$ cat config.mk
export PLATFORM = sky130hd
export DESIGN_NAME = systolic_sequencer_flat
export DESIGN_NICKNAME = d
export VERILOG_FILES = /design/src/rtl/systolic_pkg.sv /design/src/rtl/systolic_sequencer_if.sv /design/src/rtl/skew_line.sv /design/src/rtl/systolic_sequencer.sv /design/src/flat_wrapper.sv
export SDC_FILE = /design/constraint.sdc
export NUM_CORES = 1
export LEC_CHECK = 0
export CAP_MARGIN = 10
export CORE_MARGIN = 2
export CORE_UTILIZATION = 50
export CTS_CLUSTER_DIAMETER = 50
export DETAILED_ROUTE_END_ITERATION = 10
export PLACE_DENSITY = 0.83
export SLEW_MARGIN = 20
export SYNTH_ARGS = -nofsm -noshare
export SYNTH_HDL_FRONTEND = slang
export SYNTH_SLANG_ARGS = --single-unit
$ cat constraint.sdc
create_clock -name clk -period 3.2 [get_ports clk]
set_clock_uncertainty 0.1 [all_clocks]
set_input_delay 0.64 -clock clk [delete_from_list [all_inputs] [get_ports clk]]
set_output_delay 0.64 -clock clk [all_outputs]
set_load 0.005 [all_outputs]
$ cat src/rtl/systolic_pkg.sv
// Shared types and constants for the systolic pass sequencer.
// Holds the FSM state type, MAC latency and drain-length helper.
package systolic_pkg;

  typedef enum logic [2:0] {
    IDLE,
    CLEAR,
    FEED,
    DRAIN,
    DONE
  } seq_state_t;

  localparam int MAC_LAT = 1;

  // Skew of the far corner PE (i+j = 2N-2) plus the MAC register.
  function automatic int drain_cycles(input int n);
    return 2 * (n - 1) + MAC_LAT;
  endfunction

endpackage

$ cat src/rtl/systolic_sequencer_if.sv
// Host command and PE-grid control bundle of the sequencer.
// master: host side (drives start/k_len); slave: sequencer side.
interface systolic_sequencer_if #(
  parameter int N  = 4,
  parameter int KW = 8
);
  logic          start;
  logic [KW-1:0] k_len;
  logic          busy;
  logic          acc_clr;
  logic          feed_valid;
  logic [KW-1:0] feed_idx;
  logic [N-1:0]  row_en;
  logic [N-1:0]  col_en;
  logic          done;

  modport master (
    output start, k_len,
    input  busy, acc_clr, feed_valid, feed_idx,
    input  row_en, col_en, done
  );

  modport slave (
    input  start, k_len,
    output busy, acc_clr, feed_valid, feed_idx,
    output row_en, col_en, done
  );
endinterface

$ cat src/rtl/skew_line.sv
// 1-bit delay chain; taps[i] is din delayed by i cycles.
// Ports: clk, rst (sync, active-high), din, taps[DEPTH].
module skew_line #(
  parameter int DEPTH = 4
) (
  input  logic             clk,
  input  logic             rst,
  input  logic             din,
  output logic [DEPTH-1:0] taps
);

  logic [DEPTH-1:1] dly_q;
  logic [DEPTH-1:1] dly_d;

  always_comb begin
    dly_d    = dly_q;
    dly_d[1] = din;
    for (int i = 2; i < DEPTH; i++) begin
      dly_d[i] = dly_q[i-1];
    end
  end

  always_ff @(posedge clk) begin
    if (rst) begin
      dly_q <= '0;
    end else begin
      dly_q <= dly_d;
    end
  end

  // Tap 0 is the undelayed source.
  assign taps = {dly_q, din};

endmodule

$ cat src/rtl/systolic_sequencer.sv
// Sequences one output-stationary N x N systolic matmul pass.
// Ports: clk, rst (sync, active-high), bus (slave control bundle).
module systolic_sequencer #(
  parameter int N  = 4,
  parameter int KW = 8
) (
  input logic                 clk,
  input logic                 rst,
  systolic_sequencer_if.slave bus
);
  import systolic_pkg::*;

  localparam int DW      = $clog2(2 * N);
  localparam int DRAIN_N = drain_cycles(N);
  localparam logic [DW-1:0] DRAIN_LAST = DW'(DRAIN_N - 1);

  seq_state_t    state_q, state_d;
  logic [KW-1:0] klen_q, klen_d;
  logic [KW-1:0] fcnt_q, fcnt_d;
  logic [DW-1:0] dcnt_q, dcnt_d;

  logic busy;
  logic acc_clr;
  logic feed_valid;
  logic done;

  always_comb begin
    state_d    = state_q;
    klen_d     = klen_q;
    fcnt_d     = fcnt_q;
    dcnt_d     = dcnt_q;
    busy       = 1'b1;
    acc_clr    = 1'b0;
    feed_valid = 1'b0;
    done       = 1'b0;
    unique case (state_q)
      IDLE: begin
        busy = 1'b0;
        if (bus.start) begin
          if (bus.k_len != '0) begin
            klen_d  = bus.k_len;
            state_d = CLEAR;
          end else begin
            state_d = DONE;
          end
        end
      end
      CLEAR: begin
        acc_clr = 1'b1;
        fcnt_d  = '0;
        state_d = FEED;
      end
      FEED: begin
        feed_valid = 1'b1;
        fcnt_d     = fcnt_q + KW'(1);
        // klen_q >= 1, so the compare never wraps.
        if (fcnt_q == klen_q - KW'(1)) begin
          dcnt_d  = '0;
          state_d = DRAIN;
        end
      end
      DRAIN: begin
        dcnt_d = dcnt_q + DW'(1);
        if (dcnt_q == DRAIN_LAST) begin
          state_d = DONE;
        end
      end
      DONE: begin
        done    = 1'b1;
        state_d = IDLE;
      end
      default: state_d = IDLE;
    endcase
  end

  always_ff @(posedge clk) begin
    if (rst) begin
      state_q <= IDLE;
      klen_q  <= '0;
      fcnt_q  <= '0;
      dcnt_q  <= '0;
    end else begin
      state_q <= state_d;
      klen_q  <= klen_d;
      fcnt_q  <= fcnt_d;
      dcnt_q  <= dcnt_d;
    end
  end

  assign bus.busy       = busy;
  assign bus.acc_clr    = acc_clr;
  assign bus.feed_valid = feed_valid;
  assign bus.feed_idx   = feed_valid ? fcnt_q : '0;
  assign bus.done       = done;

  // Same source, separate chains for row and column fanout.
  skew_line #(.DEPTH(N)) u_row_skew (
    .clk  (clk),
    .rst  (rst),
    .din  (feed_valid),
    .taps (bus.row_en)
  );

  skew_line #(.DEPTH(N)) u_col_skew (
    .clk  (clk),
    .rst  (rst),
    .din  (feed_valid),
    .taps (bus.col_en)
  );

endmodule

$ cat src/flat_wrapper.sv
// flat-port wrapper written by rule: the top's interface ports become plain ports
module systolic_sequencer_flat import systolic_pkg::*;
#(
  parameter int N  = 4,
  parameter int KW = 8
)
  (clk, rst, bus_start, bus_k_len, bus_busy, bus_acc_clr, bus_feed_valid, bus_feed_idx, bus_row_en, bus_col_en, bus_done);
  systolic_sequencer_if #(.N(N), .KW(KW)) bus_i ();
  input logic clk;
  input logic rst;
  input wire logic [$bits(bus_i.start)-1:0] bus_start;
  input wire logic [$bits(bus_i.k_len)-1:0] bus_k_len;
  output wire logic [$bits(bus_i.busy)-1:0] bus_busy;
  output wire logic [$bits(bus_i.acc_clr)-1:0] bus_acc_clr;
  output wire logic [$bits(bus_i.feed_valid)-1:0] bus_feed_valid;
  output wire logic [$bits(bus_i.feed_idx)-1:0] bus_feed_idx;
  output wire logic [$bits(bus_i.row_en)-1:0] bus_row_en;
  output wire logic [$bits(bus_i.col_en)-1:0] bus_col_en;
  output wire logic [$bits(bus_i.done)-1:0] bus_done;
  assign bus_i.start = bus_start;
  assign bus_i.k_len = bus_k_len;
  assign bus_busy = bus_i.busy;
  assign bus_acc_clr = bus_i.acc_clr;
  assign bus_feed_valid = bus_i.feed_valid;
  assign bus_feed_idx = bus_i.feed_idx;
  assign bus_row_en = bus_i.row_en;
  assign bus_col_en = bus_i.col_en;
  assign bus_done = bus_i.done;
  systolic_sequencer #(.N(N), .KW(KW)) u_core (.clk(clk), .rst(rst), .bus(bus_i));
endmodule
# ---- Word level (Yosys, flattened, before mapping)
# Index checks and enable logic that the tools add are counted.
dict set report classes {
  n_addsub 3
  n_shift 0
  multipliers 0
  n_bitwise 0
  n_lt_le_gt_ge 0
  div_mod_pow 0
  muxes 13
  n_reduce_logical 7
  eq_ne 9
}
# cell n
set op_table {}
lappend op_table {{$pmux W8 S2} 1}
lappend op_table {{$mux W3} 5}
lappend op_table {{$pmux W3 S4} 1}
lappend op_table {{$add A8 B1 Y8 const B} 1}
lappend op_table {{$eq A8 B8 Y1} 1}
lappend op_table {{$mux W8} 1}
lappend op_table {{$reduce_bool A8 Y1} 1}
lappend op_table {{$sub A8 B1 Y8 const B} 1}
lappend op_table {{$eq A3 B2 Y1 const B} 2}
lappend op_table {{$eq A3 B3 Y1 const B} 2}
lappend op_table {{$pmux W3 S2} 1}
lappend op_table {{$reduce_and A3 Y1} 2}
lappend op_table {{$mux W1} 4}
lappend op_table {{$ne A2 B1 Y1 const B} 2}
lappend op_table {{$reduce_bool A2 Y1} 2}
lappend op_table {{$add A3 B1 Y3 const B} 1}
lappend op_table {{$eq A3 B1 Y1 const B} 1}
lappend op_table {{$logic_not A3 Y1} 1}
lappend op_table {{$ne A2 B2 Y1 const B} 1}
lappend op_table {{$reduce_and A2 Y1} 1}
dict set report totals {
  input_bits 11
  romBits 0
  mem_count 0
  elab_cells 38
  latchBits 0
  reg_bits 28
  out_inout_bits 20
  ram_bits 0
}

# ---- Longest topological paths before layout
# Gate-level depths: netlist of the first run.
dict set report logic_depth {
  depth_word 4
  ltp_mapped 8
  ltp_nobuf 7
}

# ---- By module
# From an unflattened synthesis of the first run, not the netlist that was laid out.
dict set report unflattened {
  cells_unflattened 190
  area_unflattened_um2 1597.8
}
# mod seq_area_each_um2 area_each_um2 n_inst cells_per_inst
set modules_own_cells {}
lappend modules_own_cells {systolic_sequencer 440.4 1425.1 1 176}
lappend modules_own_cells {skew_line 60.1 86.3 2 7}

# ---- Worst setup path before layout of the first run
# OpenSTA, ideal clock, no wires.
dict set report synth_timing {
  path_kind {register -> output}
  start {reg u_core.state_q[1]}
  end {out bus_feed_idx[0]}
  arrival_ns 1.186
  required_time_ns 2.460
  path_slack_ns 1.274
  path_stages_with_launch 7
  path_buffers 2
  path_cell_list {dfxtp_1 > buf_4 > and2b_4 > nand2_4 > clkinv_2 > clkbuf_1 > and2_1}
}
dict set report synth_between {
  elab_chain_cells 3
}
# item line_no
set synth_lines {}
lappend synth_lines {{start, declared} systolic_sequencer.sv:17} ;# seq_state_t state_q, state_d;
lappend synth_lines {{start signal, assigned} systolic_sequencer.sv:83} ;# state_q <= state_d;
lappend synth_lines {{$eq A3 B2 Y1} systolic_sequencer.sv:36} ;# unique case (state_q)
lappend synth_lines {{$mux W1} systolic_sequencer.sv:36}
lappend synth_lines {{via bus_feed_valid} flat_wrapper.sv:15} ;# output wire logic [$bits(bus_i.feed_valid)-1:0] bus_feed_valid;
lappend synth_lines {{$mux W8} systolic_sequencer.sv:93} ;# assign bus.feed_idx = feed_valid ? fcnt_q : '0;
lappend synth_lines {{end, declared} flat_wrapper.sv:16} ;# output wire logic [$bits(bus_i.feed_idx)-1:0] bus_feed_idx;
# The timed path passes the listed nets, and every way through them passes these cells.

# ---- Final worst setup path of the first run
dict set report layout_timing {
  start {reg u_core.state_q[0]}
  end {out bus_acc_clr}
}
dict set report layout_between {
  elab_chain_cells 2
}
# item line_no
set layout_lines {}
lappend layout_lines {{$eq A3 B1 Y1} systolic_sequencer.sv:36}
lappend layout_lines {{$mux W1} systolic_sequencer.sv:36}
lappend layout_lines {{end, declared} flat_wrapper.sv:14} ;# output wire logic [$bits(bus_i.acc_clr)-1:0] bus_acc_clr;
# Every way passes these cells.

==> impl_metrics.csv, run 1 <==
group,metric,value,unit
outcome,status,"complete, no violations",
clocking,path_clk_slew,0.13,ns
detailed_routing,wl,2910,um
global_routing,grt.overflow.total,0,
global_routing,grt_pass1_vias,1173,
logic_synthesis,yosysMostFrequentCell,"dfxtp_1",
worst_setup_path,cp_max_fo,11,
detailed_routing,vias,1248,
worst_setup_path,rr_startpoint,"u_core.klen_q[0]",
worst_setup_path,crit_path_end_kind,"primary output",
floorplan,dieArea,3330,um^2
min_path,hp-class,"flip-flop to flip-flop",
worst_setup_path,critPathLaunch,"u_core.state_q[0]",
logic_synthesis,ys.flop_type,"dfxtp_1",
timing,setup_viol,0,
flow_run,max_cap_viol_count,0,
floorplan,die_height,57.7,um
logic_synthesis,synth_top_family_by_area,"simple AND/OR/NAND/NOR gates",
detailed_routing,vias_per_cell,5.67,
floorplan,row_count,19,
timing,relSlewSlack,0.660,
power,vdd.ir_drop.worst,291,uV
global_routing,grt_antenna_before_repair,0,
timing,tns,0,ns
timing,post-route-min-period,2.91,ns
final_layout,postLayoutCoreUtil,0.634,
logic_synthesis,synth.area.top_cells,"dfxtp_1, mux2i_1, nor2_1, xor2_1, buf_4",
clocking,clock_latency,0.31,ns
final_layout,design_area,1750,um^2
worst_setup_path,ff2ff_path_depth,7,
timing,finalHoldViolations,0,
clocking,cts_setup_buffers,0,
logic_synthesis,yosysUniqueCellTypes,47,
placed_design,gp_congestion,0.880,
logic_synthesis,synth_compound_area_frac,0.109,
worst_setup_path,critPathLaunchType,"flip-flop",
placed_design,dp_hpwl,2330,um
floorplan,chipWidth,57.7,um
logic_synthesis,synth-simple-area-share,0.276,
detailed_routing,drc,0,
placed_design,dpl_cell_area,1720,um^2
worst_setup_path,crit_type,"flip-flop to primary output",
logic_synthesis,async_flop_share,0,
logic_synthesis,syn_inst,165,
logic_synthesis,syn_nets,180,
floorplan,ios,31,
worst_setup_path,r2r_end,"u_core.state_q[0]",
clocking,cts-buffers-inserted,3,
detailed_routing,postRouteAntennaNets,0,
floorplan,core-area,2760,um^2
timing,worstMarginPinSlew,0.508,ns
timing,max_clock_freq,0.343,GHz
worst_setup_path,worstPathArrival,2.17,ns
detailed_routing,wl_per_cell,13.2,um
worst_setup_path,endpoint,"bus_acc_clr",
logic_synthesis,synthMuxAreaShare,0.0903,
clocking,cts_max_level,1,
logic_synthesis,syn_area_per_cell,8.74,um^2
global_routing,globalRouteTotalUtil,0.190,
final_layout,drive_gt1_frac,0.122,
clocking,cts_root_buf,"clkbuf_4",
final_layout,areaGrowthSynthToFinish,21.4,%
logic_synthesis,synth_top_area_frac,0.347,
final_layout,final_cells,220,
clocking,clk_path_buf_depth,2,
final_layout,diodes,0,
logic_synthesis,synth_xor_area_frac,0.0668,
logic_synthesis,ys_ff_latch,25,
worst_setup_path,cp.required,2.46,ns
power,powerDensity,358,nW/um^2
floorplan,start_util,0.523,
detailed_routing,initialDrtViolationCount,41,
power,leakage,0.695,nW
detailed_routing,drt_pass1_iterations,4,
clocking,cts.sinks,25,
worst_setup_path,r2r_setup_slack,1.08,ns
logic_synthesis,synth-edff-count,0,
logic_synthesis,post_synth_most_frequent_cells,"dfxtp_1, nor2_1, mux2i_1",
placed_design,dp.cells,216,
timing,slew_viol_final,0,
logic_synthesis,synth_area,1440,um^2
logic_synthesis,synth_fa_ha_area_frac,0.0347,
final_layout,nets,205,
global_routing,grt_max_degree,16,
timing,grt_setup_unrepaired,"no",
timing,period_share,0.910,
logic_synthesis,seq_area_frac_synth,0.347,
logic_synthesis,netlist.top_cell.by_area,"dfxtp_1",
clocking,cts_tree,"yes",
power,p_total,0.000626,W
logic_synthesis,yosys_warnings,0,
clocking,cts_hold_buf,0,
placed_design,portBuffers,30,
global_routing,grt_pass1_wl,5060,um
clocking,cts_resized,0,
[kinds of logic (layout without fill, tap and decap cells)]
group                      count (synthesis)  in the layout
and+or+nand+nor                           69             69
DFF                                       25             25
muxes                                     12             12
buffers and inverters                     21             45
AOI/OAI and AO/OA                         23             23
xor gates and xnor gates                  11             11
adders and majority gates                  4              4
[state kept, by name (all words and copies together), names as in the netlist]
name                     flops
u_core.state_q               3
u_core.fcnt_q                8
u_core.klen_q                8
u_core.dcnt_q                3
u_core.u_row_skew.dly_q      1
u_core.u_col_skew.dly_q      2
[report_power, final]
group	switching [W]	leakage (nW)	internal, W
clock	0.0000922	0.0177	0.0000467
combinational	0.0000678	0.474	0.0000746
sequential	0.0000204	0.203	0.000324
total	0.000180	0.695	0.000446
[metrics by stage]
stage / hold WS [ns] / setup WS, ns
after detailed placement: 0.378 / 0.685
final: 0.395 / 0.287
after floorplan: 0.373 / 1.27
after global routing: 0.413 / 0.152
after global placement: 0.367 / 0.747
after CTS: 0.400 / 0.302
[critical path, stage by stage (launching register included)]
cell             delay (ns)
dfxtp_1                0.56
inv_1                  0.20
or3_1                  0.47
inv_1                  0.13
clkdlybuf4s50_1        0.51
[per-layer routing]
| layer | track usage | wire, um | vias up | share of wire |
|---|---|---|---|---|
| met1 | 0.235 | 1230 | 599 | 0.42 |
| met4 | 0.0498 | 13 | 0 | 0.0045 |
| met5 | 0 | 0 | - | 0 |
| li1 | - | - | 616 | - |
| met2 | 0.338 | 1530 | 31 | 0.52 |
| met3 | 0.0357 | 134 | 2 | 0.046 |
[layout make-up]
type                       count  area, um^2
clock buffer                   3        22.5
clock inverter                 1        5.00
fill                         242        1010
inverter                       9        35.0
multi-input combinational    119         832
sequential                    25         500
tap                           31        38.8
timing repair buffer          32         315
[placed cells by master, fill, tap and decap left out, drive strengths merged, types with 3 or more instances in the layout]
cell type / count
clkdlybuf4s50: 30
dfxtp: 25
nor2: 22
mux2i: 10
nand3: 9
inv: 8
a21oi: 8
xor2: 8
and2: 8
nand2: 7
nor3: 6
ha: 4
nor4: 3
xnor2: 3
clkbuf: 3
and4: 3
[worst min-delay path by stage]
stage,startpoint,endpoint,slack [ns],cells after the start
2_1_floorplan,u_core.u_col_skew.dly_q[1],u_core.u_col_skew.dly_q[2],0.37,1
4_1_cts,u_core.u_col_skew.dly_q[2],u_core.u_row_skew.dly_q[3],0.40,1
3_3_place_gp,u_core.u_col_skew.dly_q[1],u_core.u_col_skew.dly_q[2],0.37,1
3_5_place_dp,u_core.u_col_skew.dly_q[2],u_core.u_row_skew.dly_q[3],0.38,1
6_report,u_core.u_col_skew.dly_q[2],u_core.u_row_skew.dly_q[3],0.39,1
5_1_grt,u_core.u_col_skew.dly_q[2],u_core.u_row_skew.dly_q[3],0.41,1
No activity file was read; power rests on OpenSTA's default activity.
==> run 2, diff against run 1 <==
REMOVE_ABC_BUFFERS = 1   (was unset)
==> run 2 against run 1 <==
Critical path depth is the same. Design area is essentially flat. Sequential power about the same. Fmax rose by 0.49%. Clock power rose by 6%. Wire length increased by 4.5%. Via count increased by 0.24%. Critical endpoint unchanged. Largest cell class unchanged.
==> impl_metrics.csv, run 2 (synthesis results as in run 1) <==
group,metric,value,unit
detailed_routing,postRouteAntennaNets,0,
final_layout,areaGrowthSynthToFinish,21.3,%
timing,max_clock_freq,0.345,GHz
detailed_routing,drc,0,
timing,period_share,0.906,
final_layout,nets,205,
timing,setup_viol,0,
detailed_routing,drt_pass1_iterations,4,
final_layout,final_common_cell,"clkdlybuf4s50_1",
worst_setup_path,crit_path_end_kind,"primary output",
clocking,cts-buffers-inserted,3,
power,pwr-share-comb,0.225,
floorplan,dieArea,3330,um^2
detailed_routing,initialDrtViolationCount,35,
worst_setup_path,ff2ff_path_depth,7,
power,p_sw_frac,0.295,
clocking,cts_resized,0,
worst_setup_path,crit_type,"flip-flop to primary output",
worst_setup_path,critPathLaunch,"u_core.state_q[0]",
clocking,path_clk_slew,0.14,ns
timing,tns,0,ns
final_layout,most-common-layout-cells,"clkdlybuf4s50_1, dfxtp_1, nor2_1, mux2i_1",
clocking,cts.sinks,25,
clocking,clk_path_buf_depth,2,
global_routing,grt_max_degree,16,
clocking,clock_latency,0.32,ns
timing,timing.hold.ws,0.389,ns
power,power.share.clock,0.231,
timing,relSlewSlack,0.697,
clocking,cts_hold_buf,0,
worst_setup_path,r2r_setup_slack,1.11,ns
global_routing,grt.overflow.total,0,
global_routing,grt_antenna_before_repair,0,
power,seq_power_share,0.543,
power,p_int,0.000448,W
timing,finalHoldViolations,0,
min_path,hp-class,"flip-flop to flip-flop",
worst_setup_path,cp_max_fo,11,
worst_setup_path,worstPathArrival,2.16,ns
outcome,status,"complete, no violations",
worst_setup_path,critPathLaunchType,"flip-flop",
floorplan,core-area,2760,um^2
timing,slew_viol_final,0,
placed_design,portBuffers,30,
final_layout,reg.largest.list,"u_core.fcnt_q (8), u_core.klen_q (8)",
flow_run,max_cap_viol_count,0,
floorplan,ios,31,
timing,worstMarginPinSlew,0.450,ns
power,vdd.ir_drop.worst,276,uV
floorplan,row_count,19,
detailed_routing,wl_per_cell,13.8,um
floorplan,die_height,57.7,um
final_layout,nFillCells,233,
placed_design,gp_congestion,0.844,
final_layout,diodes,0,
worst_setup_path,cp.required,2.46,ns
detailed_routing,vias_per_cell,5.69,
placed_design,dp_hpwl,2390,um
worst_setup_path,endpoint,"bus_acc_clr",
detailed_routing,wl,3040,um
timing,post-route-min-period,2.90,ns
clocking,cts_setup_buffers,0,
clocking,cts_tree,"yes",
power,leakage,0.692,nW
power,p_sw,0.000188,W
power,powerDensity,364,nW/um^2
global_routing,grt_pass1_vias,1182,
global_routing,globalRouteTotalUtil,0.190,
timing,grt_setup_unrepaired,"no",
worst_setup_path,r2r_end,"u_core.state_q[0]",
clocking,cts_max_level,1,
floorplan,start_util,0.523,
floorplan,chipWidth,57.7,um
worst_setup_path,rr_startpoint,"u_core.klen_q[0]",
final_layout,drive_gt1_frac,0.116,
detailed_routing,vias,1251,
clocking,cts_root_buf,"clkbuf_4",
global_routing,grt_pass1_wl,5060,um
-- run 2: cell types whose count changed in the layout (fill, tap and decap cells not counted) --
| cell | delta |
|---|---|
| clkinv_2 | -1 |
| clkbuf_1 | +1 |
-- run 2: final cells by class --
cell class,instances,area [um^2],share of cell area
clock buffer,4,26.3,0.0150
inverter,9,35.0,0.0200
multi-input combinational,119,832,0.476
sequential,25,500,0.286
tap,31,38.8,0.0222
timing repair buffer,32,315,0.180
-- run 2: per-layer routing --
layer,global-route usage,wire length (um),share of wire,vias to the layer above
li1,-,-,-,617
met1,0.236,1290,0.43,569
met2,0.330,1490,0.49,53
met3,0.0201,171,0.056,12
met4,0.0864,85,0.028,0
met5,0,0,0,-
-- run 2: stage by stage --
stage / instance area [um^2] / instances / setup WS, ns / utilization / power (W)
finish: 1750 / 220 / 0.301 / 0.634 / 0.000636
global route: 1750 / 220 / 0.139 / 0.634 / 0.000669
CTS: 1750 / 220 / 0.320 / 0.634 / 0.000635
detailed placement: 1720 / 216 / 0.697 / 0.624 / 0.000494
global placement: 1720 / 216 / 0.745 / 0.624 / 0.000486
floorplan: 1370 / 153 / 0.928 / - / 0.000436
-- run 2: power by group through the flow --
stage | Sequential (W) | Clock, W | Combinational (W)
finish | 0.000346 | 0.000147 | 0.000143
global route | 0.000348 | 0.000164 | 0.000157
CTS | 0.000345 | 0.000147 | 0.000143
detailed placement | 0.000352 | 0 | 0.000142
global placement | 0.000350 | 0 | 0.000136
floorplan | 0.000347 | 0 | 0.0000893
-- run 2: critical path, stage by stage (launching register included) --
cell             delay [ns]
dfxtp_1                0.56
inv_1                  0.19
or3_1                  0.45
inv_1                  0.12
clkdlybuf4s50_1        0.51
-- run 2: worst min-delay path by stage --
stage,startpoint,end,slack (ns),depth (start not counted)
floorplan,u_core.dcnt_q[0],u_core.dcnt_q[0],0.37,1
global placement,u_core.u_col_skew.dly_q[1],u_core.u_col_skew.dly_q[2],0.37,1
detailed placement,u_core.u_col_skew.dly_q[2],u_core.u_row_skew.dly_q[3],0.38,1
CTS,u_core.u_col_skew.dly_q[2],u_core.u_row_skew.dly_q[3],0.40,1
global route,u_core.u_col_skew.dly_q[2],u_core.u_row_skew.dly_q[3],0.41,1
finish,u_core.u_col_skew.dly_q[2],u_core.u_row_skew.dly_q[3],0.39,1
==> RTL edit, RTL diff (config.mk and constraints of run 1) <==
`KW` is set to 8 in 3 places; all go to 4.
--- a/src/rtl/systolic_sequencer_if.sv
+++ b/src/rtl/systolic_sequencer_if.sv
@@ -2,7 +2,7 @@
 // master: host side (drives start/k_len); slave: sequencer side.
 interface systolic_sequencer_if #(
   parameter int N  = 4,
-  parameter int KW = 8
+  parameter int KW = 4
 );
   logic          start;
   logic [KW-1:0] k_len;
--- a/src/rtl/systolic_sequencer.sv
+++ b/src/rtl/systolic_sequencer.sv
@@ -2,7 +2,7 @@
 // Ports: clk, rst (sync, active-high), bus (slave control bundle).
 module systolic_sequencer #(
   parameter int N  = 4,
-  parameter int KW = 8
+  parameter int KW = 4
 ) (
   input logic                 clk,
   input logic                 rst,
--- a/src/flat_wrapper.sv
+++ b/src/flat_wrapper.sv
@@ -2,7 +2,7 @@
 module systolic_sequencer_flat import systolic_pkg::*;
 #(
   parameter int N  = 4,
-  parameter int KW = 8
+  parameter int KW = 4
 )
   (clk, rst, bus_start, bus_k_len, bus_busy, bus_acc_clr, bus_feed_valid, bus_feed_idx, bus_row_en, bus_col_en, bus_done);
   systolic_sequencer_if #(.N(N), .KW(KW)) bus_i ();
Interface: changed (resized bus_feed_idx and bus_k_len); port bits go from 31 to 23. The function was not compared with the original's and may differ.
==> RTL edit against run 1 <==
Count of clock-buffer cells in the layout increased by 1. Synthesized cell count decreased by 39%. Routed wire length decreased by 36%. Total power decreased by 22%. Cell area decreased by 35%. Synthesized area decreased by 37%. Die area decreased by 34%. Setup slack improved by 360 ps. Sequential cell count decreased by 8. Largest cell class unchanged. Largest power group unchanged. Highest routed layer unchanged.
==> RTL edit: results <==
{
  "m1WireLength_um": 899,
  "use_met2": 0.290,
  "reg_top3": "u_core.fcnt_q (4), u_core.klen_q (4)",
  "wl_met2_um": 854,
  "synth_nets": 112,
  "grt_max_degree": 18,
  "ys_seq_area_frac": 0.372,
  "place_congestion": 0.737,
  "relSlewSlack": 0.567,
  "num-nets-final": 131,
  "slowest_delay_ps": 500,
  "synth-compound-area-share": 0.0930,
  "dpl_cell_area_um2": 1120,
  "routedWlPerCell_um": 13.0,
  "place_hpwl_mm": 1.44,
  "grt_pass1_wl_mm": 3.01,
  "p_leak_nw": 0.465,
  "drive_gt1_frac": 0.0840,
  "final_util": 0.662,
  "peakVddDrop_v": 0.000323,
  "n_fill_cell": 144,
  "ys_top_cells_by_area": "dfxtp_1, ha_1, mux2i_1",
  "p_int_uw": 342,
  "dp_cells": 140,
  "portBuffers": 22,
  "wirelength_mm": 1.87,
  "status": "finished clean",
  "synth-xor-area-share": 0.0821,
  "post-place-ws_ps": 805,
  "muxShareOfSynthArea": 0.0547,
  "synthAdderAreaFrac": 0.0547
}
RTL edit: changes by cell type after synthesis, moves of 3 or more:
cell,change
mux2i_1,-5
a21oi_1,-5
nor2_1,-10
nand3_1,-6
xor2_1,-4
and2_1,-3
inv_1,-3
dfxtp_1,-8
RTL edit: power groups by stage:
stage | logic, mW | clock network (mW) | registers, mW
2_1_floorplan | 0.0861 | 0 | 0.241
3_3_place_gp | 0.119 | 0 | 0.247
3_5_place_dp | 0.124 | 0 | 0.248
4_1_cts | 0.124 | 0.120 | 0.243
5_1_grt | 0.137 | 0.131 | 0.246
6_report | 0.124 | 0.119 | 0.243
RTL edit: cell type report:
class / instances / area share
Tap cell: 25 / 0.0274
Clock buffer: 4 / 0.0230
Sequential cell: 17 / 0.298
Multi-Input combinational cell: 69 / 0.429
Timing Repair Buffer: 24 / 0.206
Inverter: 5 / 0.0164
RTL edit: final timing paths:
check / start / endpoint / slack [ps] / cells after the start
worst max register to register: u_core.state_q[0]$_SDFFE_PP0P_ / u_core.klen_q[2]$_SDFFE_PP0P_ / 1360 / 4
worst max-delay path: u_core.state_q[0]$_SDFFE_PP0P_ / bus_feed_idx[2] / 650 / 4
worst min-delay path: u_core.u_col_skew.dly_q[1]$_SDFF_PP0_ / u_core.u_col_skew.dly_q[2]$_SDFF_PP0_ / 380 / 1
worst min register to register: u_core.u_col_skew.dly_q[1]$_SDFF_PP0_ / u_core.u_col_skew.dly_q[2]$_SDFF_PP0_ / 380 / 1
RTL edit: worst max-delay path, delay by kind of cell, from the launching register on:
family	cells	cell delay (ps)
buffers and inverters	2	710
DFF	1	430
and+or+nand+nor	2	360
